File: src/rtl/fifo_rd_stage.sv
// Prefetching read stage: pulls words from a 1-cycle-latency FIFO into a 2-entry buffer for an m_* valid/ready port.
// Latency 2 cycles from fifo_rd_en to m_valid; reads stop once buffered plus in-flight words would exceed the buffer.
module fifo_rd_stage #(
    parameter int FIFO_WIDTH = 16,
    parameter int BUF_DEPTH  = 2
) (
    input  logic                  clk,
    input  logic                  rst,
    input  logic                  enable,
    input  logic                  fifo_empty,
    input  logic [FIFO_WIDTH-1:0] fifo_data_out,
    input  logic                  fifo_underflow,
    output logic                  fifo_rd_en,
    output logic [FIFO_WIDTH-1:0] m_data,
    output logic                  m_valid,
    input  logic                  m_ready,
    output logic [15:0]           rd_count,
    output logic                  underflow_err
);

    localparam int PW = $clog2(BUF_DEPTH);
    localparam int OW = $clog2(BUF_DEPTH + 1);

    logic [FIFO_WIDTH-1:0] entry [BUF_DEPTH];
    logic [PW-1:0]         rd_ptr;
    logic [PW-1:0]         wr_ptr;
    logic [OW-1:0]         occ;
    logic                  pend;
    logic                  pop;
    logic                  capture;
    logic [OW:0]           occ_fut;

    assign pop     = m_valid & m_ready;
    assign capture = pend & ~fifo_underflow;

    // Occupancy the buffer will have once the in-flight word lands and this cycle's pop leaves.
    assign occ_fut    = {1'b0, occ} + {{OW{1'b0}}, pend} - {{OW{1'b0}}, pop};
    assign fifo_rd_en = ~rst & enable & ~fifo_empty & (occ_fut < (OW+1)'(BUF_DEPTH));

    assign m_valid = (occ != '0);
    assign m_data  = entry[rd_ptr];

    always_ff @(posedge clk) begin
        if (rst) begin
            occ           <= '0;
            pend          <= 1'b0;
            rd_ptr        <= '0;
            wr_ptr        <= '0;
            rd_count      <= 16'd0;
            underflow_err <= 1'b0;
            for (int i = 0; i < BUF_DEPTH; i++) begin
                entry[i] <= '0;
            end
        end else begin
            pend <= fifo_rd_en;
            if (capture) begin
                entry[wr_ptr] <= fifo_data_out;
                wr_ptr        <= wr_ptr + 1'b1;
            end
            if (pop) begin
                rd_ptr   <= rd_ptr + 1'b1;
                rd_count <= rd_count + 16'd1;
            end
            occ <= occ + {{(OW-1){1'b0}}, capture} - {{(OW-1){1'b0}}, pop};
            // A flagged underflow drops the returned word but is remembered until reset.
            if (pend && fifo_underflow) begin
                underflow_err <= 1'b1;
            end
        end
    end

endmodule

File: config.mk
export PLATFORM = sky130hd
export DESIGN_NAME = fifo_rd_stage
export DESIGN_NICKNAME = d
export VERILOG_FILES = /design/src/rtl/fifo_rd_stage.sv
export SDC_FILE = /design/constraint.sdc
export NUM_CORES = 1
export LEC_CHECK = 0
export CAP_MARGIN = 10
export CORE_ASPECT_RATIO = 0.9
export CORE_MARGIN = 2
export CORE_UTILIZATION = 51
export CTS_BUF_LIST = sky130_fd_sc_hd__clkbuf_4
export CTS_CLUSTER_SIZE = 16
export DETAILED_ROUTE_END_ITERATION = 8
export GPL_TIMING_DRIVEN = 0
export PLACE_DENSITY = 0.81
export SETUP_SLACK_MARGIN = 0.2
export SLEW_MARGIN = 20
export SYNTH_ARGS = -nofsm -noshare
export SYNTH_HDL_FRONTEND = slang
export SYNTH_SLANG_ARGS = --single-unit
File: constraint.sdc
create_clock -name clk -period 2.2 [get_ports clk]
set_input_delay 0.22 -clock clk [delete_from_list [all_inputs] [get_ports clk]]
set_output_delay 0.22 -clock clk [all_outputs]
set_load 0.01 [all_outputs]
; Word level (Yosys, flattened, before mapping)
; Memory sizes are Yosys's and may differ from the RTL's. A register that Yosys moved wholly into a read port is not among the register bits.
; Cells that the tools add are included.
[totals]
output_inout_bits = 35
input_bits = 22
mem_bits_rw = 32
word_cells = 36
n_memories = 1
ff_bits = 22
[classes]
reduce_logical = 3
n_lt_le_gt_ge = 1
bitwise = 8
mux = 10
add_sub_neg = 7
[memory_table]
columns = memory, depth, width, read_ports, rd_ports_with_merged_regs, wr, line_no
row1 = entry, 2, 16, 1, 1, 2, 24  ; logic [FIFO_WIDTH-1:0] entry [BUF_DEPTH];
[ops]
columns = operator, n
row1 = "adder 16 x 1 -> 16 bit, second input constant", 1
row2 = two-way mux 16 bit, 1
row3 = OR reduction 16 bit, 1
row4 = two-way mux 1 bit, 9
row5 = bitwise AND 1 bit, 5
row6 = adder 2 x 1 -> 3 bit, 1
row7 = "less-than comparator 3 x 2 -> 1 bit, second input constant", 1
row8 = NOT 1 bit, 3
row9 = subtractor 3 x 1 -> 3 bit, 1
row10 = "adder 1 bit, second input constant", 2
row11 = adder 2 x 1 -> 2 bit, 1
row12 = nonzero test 2 bit, 1
row13 = subtractor 2 x 1 -> 2 bit, 1
row14 = logical AND 1 bit, 1

; Longest topological paths before layout
[depth]
word_depth = 7
depth_mapped = 7
mapped_depth_nobuf = 6

; Worst setup path after synthesis
; OpenSTA, ideal clock, no wires.
[synth_path]
path_kind = register to register
startpoint = reg pend
endpoint = mem entry[0][0], enable pin
stages_incl_launch_ff = 4
arrival_time_ns = 1.413
slack_ns = 0.395
setup_time_ns = 0.392
n_path_buf = 1
cell_sequence = dfxtp_1 -> nand2b_1 -> clkbuf_1 -> o21bai_1
[synth_rtl]
columns = item, line_no
row1 = "start, declared", 28  ; logic pend;
row2 = "start signal, assigned", 55  ; pend <= fifo_rd_en;
row3 = "end, declared", 24

; Worst setup path after layout
[layout_path]
startpoint = reg occ[0]
endpoint = out fifo_rd_en
[layout_via]
elab_chain_cells = 5
elab_cells_between_ends = 6
[layout_rtl]
columns = item, line_no
row1 = "start, declared", 27  ; logic [OW-1:0] occ;
row2 = "start signal, assigned", 64  ; occ <= occ + {{(OW-1){1'b0}}, capture} - {{(OW-1){1'b0}}, pop};
row3 = branches (longest 2 deep; another with adder 2 x 1 -> 3 bit), n/a
row4 = subtractor 3 x 1 -> 3 bit (*), 37  ; assign occ_fut = {1'b0, occ} + {{OW{1'b0}}, pend} - {{OW{1'b0}}, pop};
row5 = less-than comparator 3 x 2 -> 1 bit (*), 38  ; assign fifo_rd_en = ~rst & enable & ~fifo_empty & (occ_fut < (OW+1)'(BUF_DEPTH));
row6 = bitwise AND 1 bit (*), 38
row7 = "end, declared", 13  ; output logic fifo_rd_en,
; Every way passes the cells marked *.

==> impl_metrics.json <==
{
  "nets": 296,
  "synthesis.nets": 228,
  "maxSlewHeadroom_pct": 66.1,
  "yosys_warnings": 0,
  "dpl.hpwl_mm": 3.34,
  "cts.reportedPaths.clkPinSlew_ns": 0.14,
  "yosysTopAreaCell": "edfxtp_1",
  "startpoint_type": "flop",
  "maxCapViolCount": 0,
  "setup_viol": 0,
  "cts_buffers": 5,
  "synth_compound_area_share_pct": 4.48,
  "synth_adder_area_share_pct": 1.85,
  "place_ws_ns": -0.300,
  "power_frac_comb_pct": 32.7,
  "cpPeakStageDelay_ns": 0.51,
  "ios": 57,
  "critPathCaptureType": "output port",
  "grt_pass1_wl_mm": 8.10,
  "drv_slew": 0,
  "netSwitchingPower_uw": 747,
  "fmax_mhz": 489,
  "hold_ws_ns": 0.294,
  "syn_avg_cell_area_um2": 12.0,
  "tightest_slew_ns": 0.508,
  "synth_edf_count": 32,
  "htreeDepth": 2,
  "post_drt_wl_per_cell_um": 14.6,
  "core-area_mm2": 0.00452,
  "grt_max_degree": 17,
  "dr.first_iter.drc_count": 102,
  "yosys.area_share.xor_xnor_pct": 5.41,
  "async_flop_share_pct": 0,
  "hold_viol": 0,
  "vias": 1704,
  "place.gp.congestion": 0.756,
  "finalClockSkew_ns": 0.00772,
  "grt_overflow_total": 0,
  "vias_per_cell": 5.10,
  "cpMaxStageDelayCell": "fa_1",
  "critPathArrivalTime_ns": 1.82,
  "p_clk_share_pct": 19.8,
  "cp_cell_sequence": "o21ai_4 -> nor2_1 -> fa_1 -> nand4bb_1 -> nor2_1 -> buf_2",
  "p_int_uw": 1910,
  "ant_nets": 0,
  "hold_buffers": 0,
  "crit_type": "reg2out",
  "grt_pass1_vias": 1728,
  "antenna_cells": 0,
  "utilization_pct": 71.8,
  "drt_first_pass_iters": 4,
  "clock_latency_ns": 0.35,
  "cts_tree": "done",
  "cp.required_ns": 1.98,
  "synthTopCellsByArea": "edfxtp_1 (40%), dfxtp_1 (19%), and2_1 (8.2%)",
  "synth_top_area_share_pct": 39.6,
  "yosysSeqAreaShare_pct": 58.5,
  "cp.buffers_inverters": 1,
  "peakVddDrop_mv": 0.656,
  "outcome": "complete, no violations",
  "crit_family": "adder cells",
  "path_common_cell": "nor2_1",
  "ys_ff_latch": 55,
  "fp.dieW_um": 76.7,
  "leakage_uw": 0.00124,
  "p_sw_share_pct": 28.1,
  "totalWireLength_mm": 4.88,
  "fin_area_mm2": 0.00324,
  "synthSimpleGateAreaFrac_pct": 20.3,
  "die_height_um": 69.5,
  "setup-tns-final_ns": 0,
  "ctsRootBufferMaster": "clkbuf_4",
  "fin_crit_ns": 2.04,
  "netlist_instances": 203,
  "post-route-period-util_pct": 92.9,
  "fp-row-count": 23,
  "synthMuxAreaShare_pct": 7.42,
  "synth_top_family_by_area": "simple AND/OR/NAND/NOR gates",
  "power_density_mw_per_mm2": 819,
  "nFillCells": 344,
  "pwr-share-seq_pct": 47.5,
  "initial_core_util_pct": 53.8,
  "drc_errors": 0,
  "synth_cell_types": 34,
  "min_path_type": "in2reg",
  "grt_usage_pct": 19.1,
  "clkSinkCount": 55,
  "antenna_found_initial": 0,
  "drive_above_1_share_pct": 16.9,
  "placed_cell_area_mm2": 0.00307,
  "clock_path_buffers": 2,
  "postLayoutSetupSlackWorst_ns": 0.156,
  "dieArea_mm2": 0.00533,
  "port_buffers": 55,
  "cp_max_fo": 3,
  "synthesis.area_mm2": 0.00243,
  "grt_setup_unrepaired": "true",
  "synth_ff_type": "edfxtp_1",
  "area_delta_synth_final_pct": 33.6
}
[per-layer routing]
metal  track usage, %  up-vias  wire (um)
met5                0        -          0
met4             6.26        0         77
met3             3.26        8        138
met2             32.4       38       2500
met1             25.0      807       2160
li1                 -      851          -
[cell usage after synthesis (2+ instances only)]
| master | n |
|---|---|
| or3_1 | 2 |
| and4_1 | 2 |
| mux2_2 | 16 |
| ha_1 | 2 |
| xnor2_1 | 5 |
| xor2_1 | 10 |
| edfxtp_1 | 32 |
| clkbuf_1 | 9 |
| o21ai_0 | 2 |
| dfxtp_1 | 23 |
| nand3_1 | 5 |
| o31ai_1 | 4 |
| a21oi_1 | 9 |
| or4_1 | 4 |
| nor3_1 | 3 |
| nor2_1 | 16 |
| and3_1 | 2 |
| or2_2 | 2 |
| nand4_1 | 3 |
| nand2_1 | 7 |
| and2_1 | 32 |
[worst paths after layout]
kind / depth (start not counted) / start / slack, ns / endpoint
setup / recovery: 6 / occ[0]$_SDFF_PP0_ / 0.16 / fifo_rd_en
hold / removal: 2 / rst / 0.29 / occ[0]$_SDFF_PP0_
setup reg to reg: 8 / occ[1]$_SDFF_PP0_ / 0.30 / occ[1]$_SDFF_PP0_
hold reg to reg: 2 / rd_count[15]$_SDFFE_PP0P_ / 0.49 / rd_count[15]$_SDFFE_PP0P_
[through the flow]
step | power, uW | std cells
2_1_floorplan | 1690 | 203
3_3_place_gp | 2020 | 320
3_5_place_dp | 2040 | 321
4_1_cts | 2640 | 334
5_1_grt | 2790 | 334
6_report | 2660 | 334
[area by class of cell]
cell class | count | area, um2 | area share (%)
Multi-Input combinational cell | 137 | 996 | 30.7
Clock buffer | 5 | 37.5 | 1.16
Buffer | 10 | 77.6 | 2.39
Clock inverter | 3 | 38.8 | 1.20
Tap cell | 62 | 77.6 | 2.39
Inverter | 1 | 3.75 | 0.116
Timing Repair Buffer | 61 | 583 | 18.0
Sequential cell | 55 | 1430 | 44.1
[worst register-to-register path: stages, from the launching register on]
cell and delay, ns:
dfxtp_4 0.40, buf_4 0.15, o21a_1 0.22, buf_2 0.20, xnor2_1 0.17, ha_1 0.21
xor2_2 0.17, and3_1 0.22, nor3_2 0.05
[kinds of logic after synthesis]
group	count (synthesis)
compound gates	18
xor+xnor	15
fa+ha+maj	3
buf+inv	11
flops	55
mux	16
simple gates	85
[repair_timing]
item / in CTS / in global routing
setup buffers: 5 / 0
pin swaps: 2 / 3
gates cloned: 0 / 0
setup endpoints to repair: 19 / 29
resized for setup: 29 / 7
[registers in the layout, summed over array words and instances (netlist names), named ones only]
register,flops
underflow_err,1
rd_ptr,1
rd_count,16
wr_ptr,1
entry,32
pend,1
occ,2
[cell usage in the layout, fill, tap and decap left out, types with 5 or more instances in the layout]
cell	count
nand2_1	7
and2_1	32
nor2_1	16
buf_4	5
dfxtp_1	20
xnor2_1	5
clkbuf_1	6
nand3_1	5
edfxtp_1	32
clkdlybuf4s50_1	42
a21oi_1	9
dlygate4sd2_1	11
mux2_2	16
xor2_1	9
clkbuf_4	5
[power groups by stage]
stage / sequential (uW) / combinational [uW] / clock (uW)
after floorplan: 1260 / 433 / 0
after global placement: 1270 / 746 / 0
after detailed placement: 1270 / 765 / 0
after CTS: 1250 / 853 / 534
after global routing: 1270 / 942 / 576
final: 1260 / 867 / 527
Power figures use the tool's default switching activity.
